## src/rtl/dmem_arb_pkg.sv

```systemverilog
// Shared types and defaults for the data-memory arbiter.
//   arb_state_e : sequencing states of the arbiter FSM
//   grant_e     : which requester owned the most recent access
//   word_align  : clears the byte-offset bits of an address
package dmem_arb_pkg;

   typedef enum logic [2:0] {
      StIdle,
      StCpuBusy,
      StCpuDone,
      StDbgBusy,
      StDbgDone
   } arb_state_e;

   typedef enum logic {
      GrantCpu,
      GrantDbg
   } grant_e;

   localparam int unsigned DefaultTimeout = 16;
   localparam logic [31:0] DefaultErrData = 32'hDEAD_BEEF;

   function automatic logic [31:0] word_align(input logic [31:0] addr);
      return {addr[31:2], 2'b00};
   endfunction

endpackage

```

## src/rtl/dmem_wait_timer.sv

```systemverilog
// Watchdog counter for one memory access.
//   clock, reset : clock and synchronous active-high reset
//   clear        : restart the count at zero (access granted)
//   enable       : count this cycle (access in flight)
//   terminal     : high during the Limit-th enabled cycle after a clear
module dmem_wait_timer #(
   parameter int unsigned Limit = 16
) (
   input  logic clock,
   input  logic reset,
   input  logic clear,
   input  logic enable,
   output logic terminal
);

   localparam int unsigned CntW = $clog2(Limit + 1);

   logic [CntW-1:0] count_q, count_d;

   always_comb begin
      count_d = count_q;
      if (clear) begin
         count_d = '0;
      end else if (enable) begin
         count_d = count_q + CntW'(1);
      end
   end

   always_ff @(posedge clock) begin
      if (reset) begin
         count_q <= '0;
      end else begin
         count_q <= count_d;
      end
   end

   // Count is zero in the first busy cycle, so Limit-1 marks the last one allowed.
   assign terminal = (count_q == CntW'(Limit - 1));

endmodule

```

## src/rtl/dmem_arbiter.sv

```systemverilog
// Two-way arbiter and sequencer for the single-ported data memory behind MEM.
//   MemRead/MemWrite/Address/WriteData : CPU request from the MEM stage
//   ReadData, Stall                    : registered load data, pipeline freeze
//   Dbg_*                              : debug/loader request and completion pulse
//   Mem_*                              : handshaked variable-latency memory port
//   Timeout                            : one-cycle pulse when an access is aborted
module dmem_arbiter
   import dmem_arb_pkg::*;
#(
   parameter int unsigned TIMEOUT  = DefaultTimeout,
   parameter logic [31:0] ERR_DATA = DefaultErrData
) (
   input  logic        clock,
   input  logic        reset,
   input  logic        MemRead,
   input  logic        MemWrite,
   input  logic [31:0] Address,
   input  logic [31:0] WriteData,
   output logic [31:0] ReadData,
   output logic        Stall,
   input  logic        Dbg_Req,
   input  logic        Dbg_We,
   input  logic [31:0] Dbg_Addr,
   input  logic [31:0] Dbg_WData,
   output logic        Dbg_Ack,
   output logic [31:0] Dbg_RData,
   output logic        Mem_Req,
   output logic        Mem_We,
   output logic [31:0] Mem_Addr,
   output logic [31:0] Mem_WData,
   input  logic [31:0] Mem_RData,
   input  logic        Mem_Ready,
   output logic        Timeout
);

   arb_state_e  state_q, state_d;
   grant_e      last_grant_q, last_grant_d;
   logic        mem_req_q, mem_req_d;
   logic        mem_we_q, mem_we_d;
   logic [31:0] mem_addr_q, mem_addr_d;
   logic [31:0] mem_wdata_q, mem_wdata_d;
   logic [31:0] read_data_q, read_data_d;
   logic [31:0] dbg_rdata_q, dbg_rdata_d;
   logic        dbg_ack_q, dbg_ack_d;
   logic        timeout_q, timeout_d;

   logic        cpu_pend;
   logic        timer_clear, timer_en, timer_done;
   logic [31:0] access_rdata;

   assign cpu_pend     = MemRead | MemWrite;
   // An aborted read returns the error marker instead of bus data.
   assign access_rdata = Mem_Ready ? Mem_RData : ERR_DATA;

   dmem_wait_timer #(
      .Limit(TIMEOUT)
   ) u_wait_timer (
      .clock   (clock),
      .reset   (reset),
      .clear   (timer_clear),
      .enable  (timer_en),
      .terminal(timer_done)
   );

   always_comb begin
      state_d      = state_q;
      last_grant_d = last_grant_q;
      mem_req_d    = mem_req_q;
      mem_we_d     = mem_we_q;
      mem_addr_d   = mem_addr_q;
      mem_wdata_d  = mem_wdata_q;
      read_data_d  = read_data_q;
      dbg_rdata_d  = dbg_rdata_q;
      dbg_ack_d    = 1'b0;
      timeout_d    = 1'b0;
      timer_clear  = 1'b0;
      timer_en     = 1'b0;

      case (state_q)
         StIdle: begin
            // On a tie the requester that did not go last wins.
            if (cpu_pend && (!Dbg_Req || last_grant_q == GrantDbg)) begin
               mem_req_d    = 1'b1;
               mem_we_d     = MemWrite;  // read+write together acts as a write
               mem_addr_d   = word_align(Address);
               mem_wdata_d  = WriteData;
               last_grant_d = GrantCpu;
               timer_clear  = 1'b1;
               state_d      = StCpuBusy;
            end else if (Dbg_Req) begin
               mem_req_d    = 1'b1;
               mem_we_d     = Dbg_We;
               mem_addr_d   = word_align(Dbg_Addr);
               mem_wdata_d  = Dbg_WData;
               last_grant_d = GrantDbg;
               timer_clear  = 1'b1;
               state_d      = StDbgBusy;
            end
         end
         StCpuBusy, StDbgBusy: begin
            timer_en = 1'b1;
            if (Mem_Ready || timer_done) begin
               mem_req_d = 1'b0;
               timeout_d = ~Mem_Ready;
               if (state_q == StCpuBusy) begin
                  if (!mem_we_q) read_data_d = access_rdata;
                  state_d = StCpuDone;
               end else begin
                  if (!mem_we_q) dbg_rdata_d = access_rdata;
                  dbg_ack_d = 1'b1;
                  state_d   = StDbgDone;
               end
            end
         end
         StCpuDone, StDbgDone: state_d = StIdle;
         default:              state_d = StIdle;
      endcase
   end

   always_ff @(posedge clock) begin
      if (reset) begin
         state_q      <= StIdle;
         last_grant_q <= GrantDbg;
         mem_req_q    <= 1'b0;
         mem_we_q     <= 1'b0;
         mem_addr_q   <= '0;
         mem_wdata_q  <= '0;
         read_data_q  <= '0;
         dbg_rdata_q  <= '0;
         dbg_ack_q    <= 1'b0;
         timeout_q    <= 1'b0;
      end else begin
         state_q      <= state_d;
         last_grant_q <= last_grant_d;
         mem_req_q    <= mem_req_d;
         mem_we_q     <= mem_we_d;
         mem_addr_q   <= mem_addr_d;
         mem_wdata_q  <= mem_wdata_d;
         read_data_q  <= read_data_d;
         dbg_rdata_q  <= dbg_rdata_d;
         dbg_ack_q    <= dbg_ack_d;
         timeout_q    <= timeout_d;
      end
   end

   // CPU_DONE is the single cycle in which the pipeline may advance.
   assign Stall     = cpu_pend & (state_q != StCpuDone) & ~reset;
   assign ReadData  = read_data_q;
   assign Dbg_Ack   = dbg_ack_q;
   assign Dbg_RData = dbg_rdata_q;
   assign Mem_Req   = mem_req_q;
   assign Mem_We    = mem_we_q;
   assign Mem_Addr  = mem_addr_q;
   assign Mem_WData = mem_wdata_q;
   assign Timeout   = timeout_q;

endmodule

```

## config.mk

```make
export PLATFORM = sky130hd
export DESIGN_NAME = dmem_arbiter
export DESIGN_NICKNAME = d
export VERILOG_FILES = /design/src/rtl/dmem_arb_pkg.sv /design/src/rtl/dmem_wait_timer.sv /design/src/rtl/dmem_arbiter.sv
export SDC_FILE = /design/constraint.sdc
export NUM_CORES = 1
export LEC_CHECK = 0
export CORE_UTILIZATION = 44
export CTS_CLUSTER_DIAMETER = 60
export CTS_CLUSTER_SIZE = 25
export DETAILED_ROUTE_END_ITERATION = 10
export PLACE_DENSITY = 0.86
export SLEW_MARGIN = 0
export SYNTH_ARGS = -nofsm -noshare
export SYNTH_HDL_FRONTEND = slang
export SYNTH_SLANG_ARGS = --single-unit
```

## constraint.sdc

```tcl
create_clock -name clock -period 3.5 [get_ports clock]
set_input_delay 0.875 -clock clock [delete_from_list [all_inputs] [get_ports clock]]
set_output_delay 0.875 -clock clock [all_outputs]
set_load 0.1 [all_outputs]
```

==> report_table.html <==
<table>
<tr><th>Metric</th><th>Value</th></tr>
<tr><th colspan="2">Pwr</th></tr>
<tr><td>Switching Fraction</td><td>39.6%</td></tr>
<tr><td>Seq pwr share</td><td>31.1%</td></tr>
<tr><td>Combinational power share</td><td>35.5%</td></tr>
<tr><td>Pwr per Cell Area</td><td>633 nW/µm²</td></tr>
<tr><td>IR drop worst, VDD</td><td>0.000328 V</td></tr>
<tr><td>Clock power frac</td><td>33.4%</td></tr>
<tr><td>Static Leakage</td><td>4.08 nW</td></tr>
<tr><td>Net Sw Power</td><td>2.33 mW</td></tr>
<tr><td>Internal power of the cells</td><td>3.55 mW</td></tr>
<tr><th colspan="2">Worst setup path</th></tr>
<tr><td>Data arrival time of the critical path</td><td>2010 ps</td></tr>
<tr><td>Slowest-stage cell, CP</td><td>clkdlybuf4s50_1</td></tr>
<tr><td>First element of the critical path</td><td>MemWrite</td></tr>
<tr><td>Crit path max fanout</td><td>4</td></tr>
<tr><td>Crit Path Category</td><td>input pin to output port</td></tr>
<tr><td>Critical Path, Cell by Cell</td><td>clkdlybuf4s50_1 &gt; nor2_4 &gt; a211oi_2 &gt; buf_12</td></tr>
<tr><td>Critical path's largest stage delay</td><td>580 ps</td></tr>
<tr><td>Register-to-register path setup slack</td><td>1250 ps</td></tr>
<tr><td>Worst Setup End Kind</td><td>output port</td></tr>
<tr><td>CP delay by family, top</td><td>buffers and inverters</td></tr>
<tr><td>Crit Reg-Reg Startpoint</td><td>u_wait_timer.count_q[0]$_SDFFE_PP0N_</td></tr>
<tr><td>Bufs and invs on worst path</td><td>2</td></tr>
<tr><td>Worst Path Required</td><td>2620 ps</td></tr>
<tr><td>Critical path startpoint category</td><td>input pin</td></tr>
<tr><th colspan="2">Die</th></tr>
<tr><td>Die footprint</td><td>14300 µm²</td></tr>
<tr><td>Width of the die</td><td>119 µm</td></tr>
<tr><td>Placement Rows</td><td>42</td></tr>
<tr><td>Die height</td><td>119 µm</td></tr>
<tr><td>Placeable core area</td><td>13300 µm²</td></tr>
<tr><td>Initial Util</td><td>45.5%</td></tr>
<tr><td>Number of primary I/O pins</td><td>300</td></tr>
<tr><th colspan="2">STA</th></tr>
<tr><td>Min cycle time layout</td><td>2880 ps</td></tr>
<tr><td>Hold violation total from the final report</td><td>0</td></tr>
<tr><td>Clock Skews</td><td>9.61 ps</td></tr>
<tr><td>Ratio of final minimum period to clock period</td><td>82.3%</td></tr>
<tr><td>Minimum setup slack in the final design</td><td>620 ps</td></tr>
<tr><td>Post-Route Setup TNS</td><td>0 ps</td></tr>
<tr><td>Normalized max-slew margin</td><td>46.3%</td></tr>
<tr><td>Unrepaired setup endpoints after global routing</td><td>no</td></tr>
<tr><td>Slew Viols, Final</td><td>0</td></tr>
<tr><td>Top achievable clock speed</td><td>347 MHz</td></tr>
<tr><td>Total of endpoints with negative setup slack in the final report</td><td>0</td></tr>
<tr><td>Least-Margin Pin Slew</td><td>806 ps</td></tr>
<tr><th colspan="2">Synth</th></tr>
<tr><td>Most area-hungry cell type in the Yosys netlist</td><td>dfxtp_1</td></tr>
<tr><td>Fraction of synthesis flops using an asynchronous set or reset pin</td><td>0%</td></tr>
<tr><td>Cells after Synth</td><td>680</td></tr>
<tr><td>Top_reg_cell synth</td><td>dfxtp_1</td></tr>
<tr><td>Number of synthesized flops with an enable pin</td><td>0</td></tr>
<tr><td>Post-synthesis cell area</td><td>6070 µm²</td></tr>
<tr><td>Area fraction of the dominant cell type after synthesis</td><td>45.8%</td></tr>
<tr><td>Avg Cell Area, Syn</td><td>8.93 µm²</td></tr>
<tr><td>Synth unique cells</td><td>38</td></tr>
<tr><td>Yosys warning total</td><td>0</td></tr>
<tr><td>Largest cells by area after synthesis</td><td>dfxtp_1, mux2i_1, a311oi_1, o21ai_0, nand3_1</td></tr>
<tr><td>Total of flip-flops plus latches after synthesis</td><td>139</td></tr>
<tr><td>Portion of the post-synthesis area used by sequential elements</td><td>45.8%</td></tr>
<tr><th colspan="2">Clock network</th></tr>
<tr><td>Clock-pin slew on the worst setup and hold paths</td><td>60 ps</td></tr>
<tr><td>Post-cts gate resize count</td><td>0</td></tr>
<tr><td>Buffers from clock root to sink, at most</td><td>2</td></tr>
<tr><td>CTS tree</td><td>built</td></tr>
<tr><td>CTS sink count</td><td>139</td></tr>
<tr><td>Insertion delay to the later sink of the worst-skew pair</td><td>420 ps</td></tr>
<tr><td>Number of levels the H-tree was split into</td><td>4</td></tr>
<tr><td>Hold Buf Count CTS</td><td>0</td></tr>
<tr><td>CTS Buf Count</td><td>17</td></tr>
<tr><td>Clk Tree Root Cell</td><td>clkbuf_16</td></tr>
<tr><td>Number of buffers added for setup after CTS</td><td>0</td></tr>
<tr><th colspan="2">Layout</th></tr>
<tr><td>N_diodes</td><td>0</td></tr>
<tr><td>Nets@finish</td><td>1096</td></tr>
<tr><td>Share of post-route cells with drive strength above 1</td><td>20.5%</td></tr>
<tr><td>Area growth syn-to-layout</td><td>53.2%</td></tr>
<tr><td>Fillers</td><td>1063</td></tr>
<tr><th colspan="2">Drt</th></tr>
<tr><td>Antenna Violating Nets Remaining</td><td>0</td></tr>
<tr><td>Total wirelength of the detailed-routed design</td><td>19600 µm</td></tr>
<tr><td>Number of DRC violations after detailed-routing iteration 0</td><td>426</td></tr>
<tr><td>Detailed-route vias per instance</td><td>5.55</td></tr>
<tr><td>Drt first pass iters</td><td>4</td></tr>
<tr><td>Final routed wire length divided by cell count</td><td>17.5 µm</td></tr>
<tr><td>Number of remaining DRC errors</td><td>0</td></tr>
<tr><td>Total via count after detailed routing</td><td>6196</td></tr>
<tr><th colspan="2">Min path</th></tr>
<tr><td>Hold Crit Class</td><td>flip-flop to flip-flop</td></tr>
<tr><td>Hold path startpoint</td><td>ReadData[13]$_SDFFE_PP0P_</td></tr>
<tr><th colspan="2">Placement</th></tr>
<tr><td>Half-perimeter wire length of the detailed placement result</td><td>13000 µm</td></tr>
<tr><td>Global placement routability congestion</td><td>0.844</td></tr>
<tr><td>Setup slack at placement</td><td>448 ps</td></tr>
<tr><td>IO buf count</td><td>293</td></tr>
<tr><th colspan="2">Global route</th></tr>
<tr><td>Leftover overflow at the end of global routing</td><td>0</td></tr>
<tr><td>Largest net degree at the start of global routing</td><td>71</td></tr>
<tr><td>Number of global-route vias before repair</td><td>5843</td></tr>
<tr><td>Total global-route track usage</td><td>27.1%</td></tr>
<tr><td>First-pass GRT wire length</td><td>30500 µm</td></tr>
<tr><td>Number of antenna violations at the first check in global routing</td><td>0</td></tr>
<tr><th colspan="2">Outcome</th></tr>
<tr><td>Status</td><td>completed</td></tr>
<tr><th colspan="2">Flow run</th></tr>
<tr><td>Max Cap Violations</td><td>0</td></tr>
</table>
## layout by cell type (no fill, tap or decap), types with 4 or more instances in the layout
| cell type | instances |
|---|---|
| a21oi_1 | 64 |
| buf_4 | 142 |
| nor2_1 | 4 |
| nand2_1 | 65 |
| inv_1 | 4 |
| o21ai_0 | 78 |
| bufinv_16 | 5 |
| o21ai_1 | 11 |
| clkinv_2 | 4 |
| dfxtp_1 | 139 |
| mux2i_1 | 65 |
| clkdlybuf4s50_1 | 161 |
| nand3_1 | 72 |
| nor3_1 | 5 |
| clkbuf_16 | 17 |
| buf_12 | 4 |
| a311oi_1 | 63 |
## path summary, 6_finish.rpt
path | to | cells past startpoint
setup / recovery | Stall | 4
hold / removal | ReadData[13]$_SDFFE_PP0P_ | 2
hold reg to reg | ReadData[13]$_SDFFE_PP0P_ | 2
setup reg to reg | Dbg_RData[10]$_SDFFE_PP0P_ | 6
## cell usage after synthesis, types with 3 or more instances
library cell	number
o21ai_0	78
dfxtp_1	139
o21ai_1	11
buf_1	3
a21oi_1	64
nor2_1	5
mux2i_1	65
buf_6	3
buf_12	6
clkbuf_1	65
nand3_1	72
a311oi_1	63
inv_1	4
nand2_1	65
nor3_1	6
## worst reg2reg max path: cells and delay by family, from the launching register on
kind / cells / cell delay [ps]
DFF: 1 / 370
and+or+nand+nor: 3 / 1100
muxes: 1 / 250
adders and majority gates: 2 / 400
## power groups by stage
stage                     sequential, mW  combinational [mW]  clock, mW
after floorplan                     2.91               0.497          0
after global placement              1.85                2.08          0
after detailed placement            1.86                2.09          0
after CTS                           1.83                2.10       1.98
after global routing                1.85                2.17       2.07
final                               1.83                2.09       1.96
## sequential cells by signal, summed over array words and instances (netlist names)
signal,cells
last_grant_q,1
Mem_Req,1
Mem_We,1
Mem_WData,32
u_wait_timer.count_q,5
ReadData,32
Dbg_RData,32
Dbg_Ack,1
Mem_Addr,30
state_q,3
Timeout,1
## logic make-up after synthesis
family / after synthesis / synth area share, %
flops: 139 / 45.8
fa+ha+maj: 2 / 0.412
buf+inv: 86 / 7.46
mux: 65 / 10.7
compound gates: 223 / 22.7
other cells: 1 / 0.0618
xor+xnor: 2 / 0.289
simple gates: 162 / 12.5
## stage by stage
| stage | std cells | hold WS, ps | total power [mW] | utilization (%) | area (µm²) |
|---|---|---|---|---|---|
| floorplan | 681 | 463 | 3.41 | - | 6080 |
| detailed placement | 1084 | 453 | 3.95 | 64.8 | 8650 |
| finish | 1116 | 459 | 5.89 | 69.7 | 9300 |
| CTS | 1116 | 460 | 5.91 | 69.7 | 9300 |
| global route | 1116 | 476 | 6.09 | 69.7 | 9300 |
| global placement | 1084 | 445 | 3.94 | 64.8 | 8650 |
## metal layers
metal | global-route usage, % | up-vias | wire [µm]
met5 | 0 | - | 0
met4 | 10.3 | 0 | 449
met3 | 8.43 | 35 | 1680
met2 | 45.1 | 300 | 9760
met1 | 32.5 | 2865 | 7680
li1 | - | 2996 | -
## area by class of cell
class	count	area, µm²	share of cell area [%]
Multi-Input combinational cell	456	2870	30.9
Sequential cell	139	2780	29.9
Timing Repair Buffer	308	2760	29.7
Clock buffer	17	425	4.57
Clock inverter	15	220	2.37
Tap cell	176	220	2.37
Inverter	5	18.8	0.202
Power figures use the tool's default switching activity.
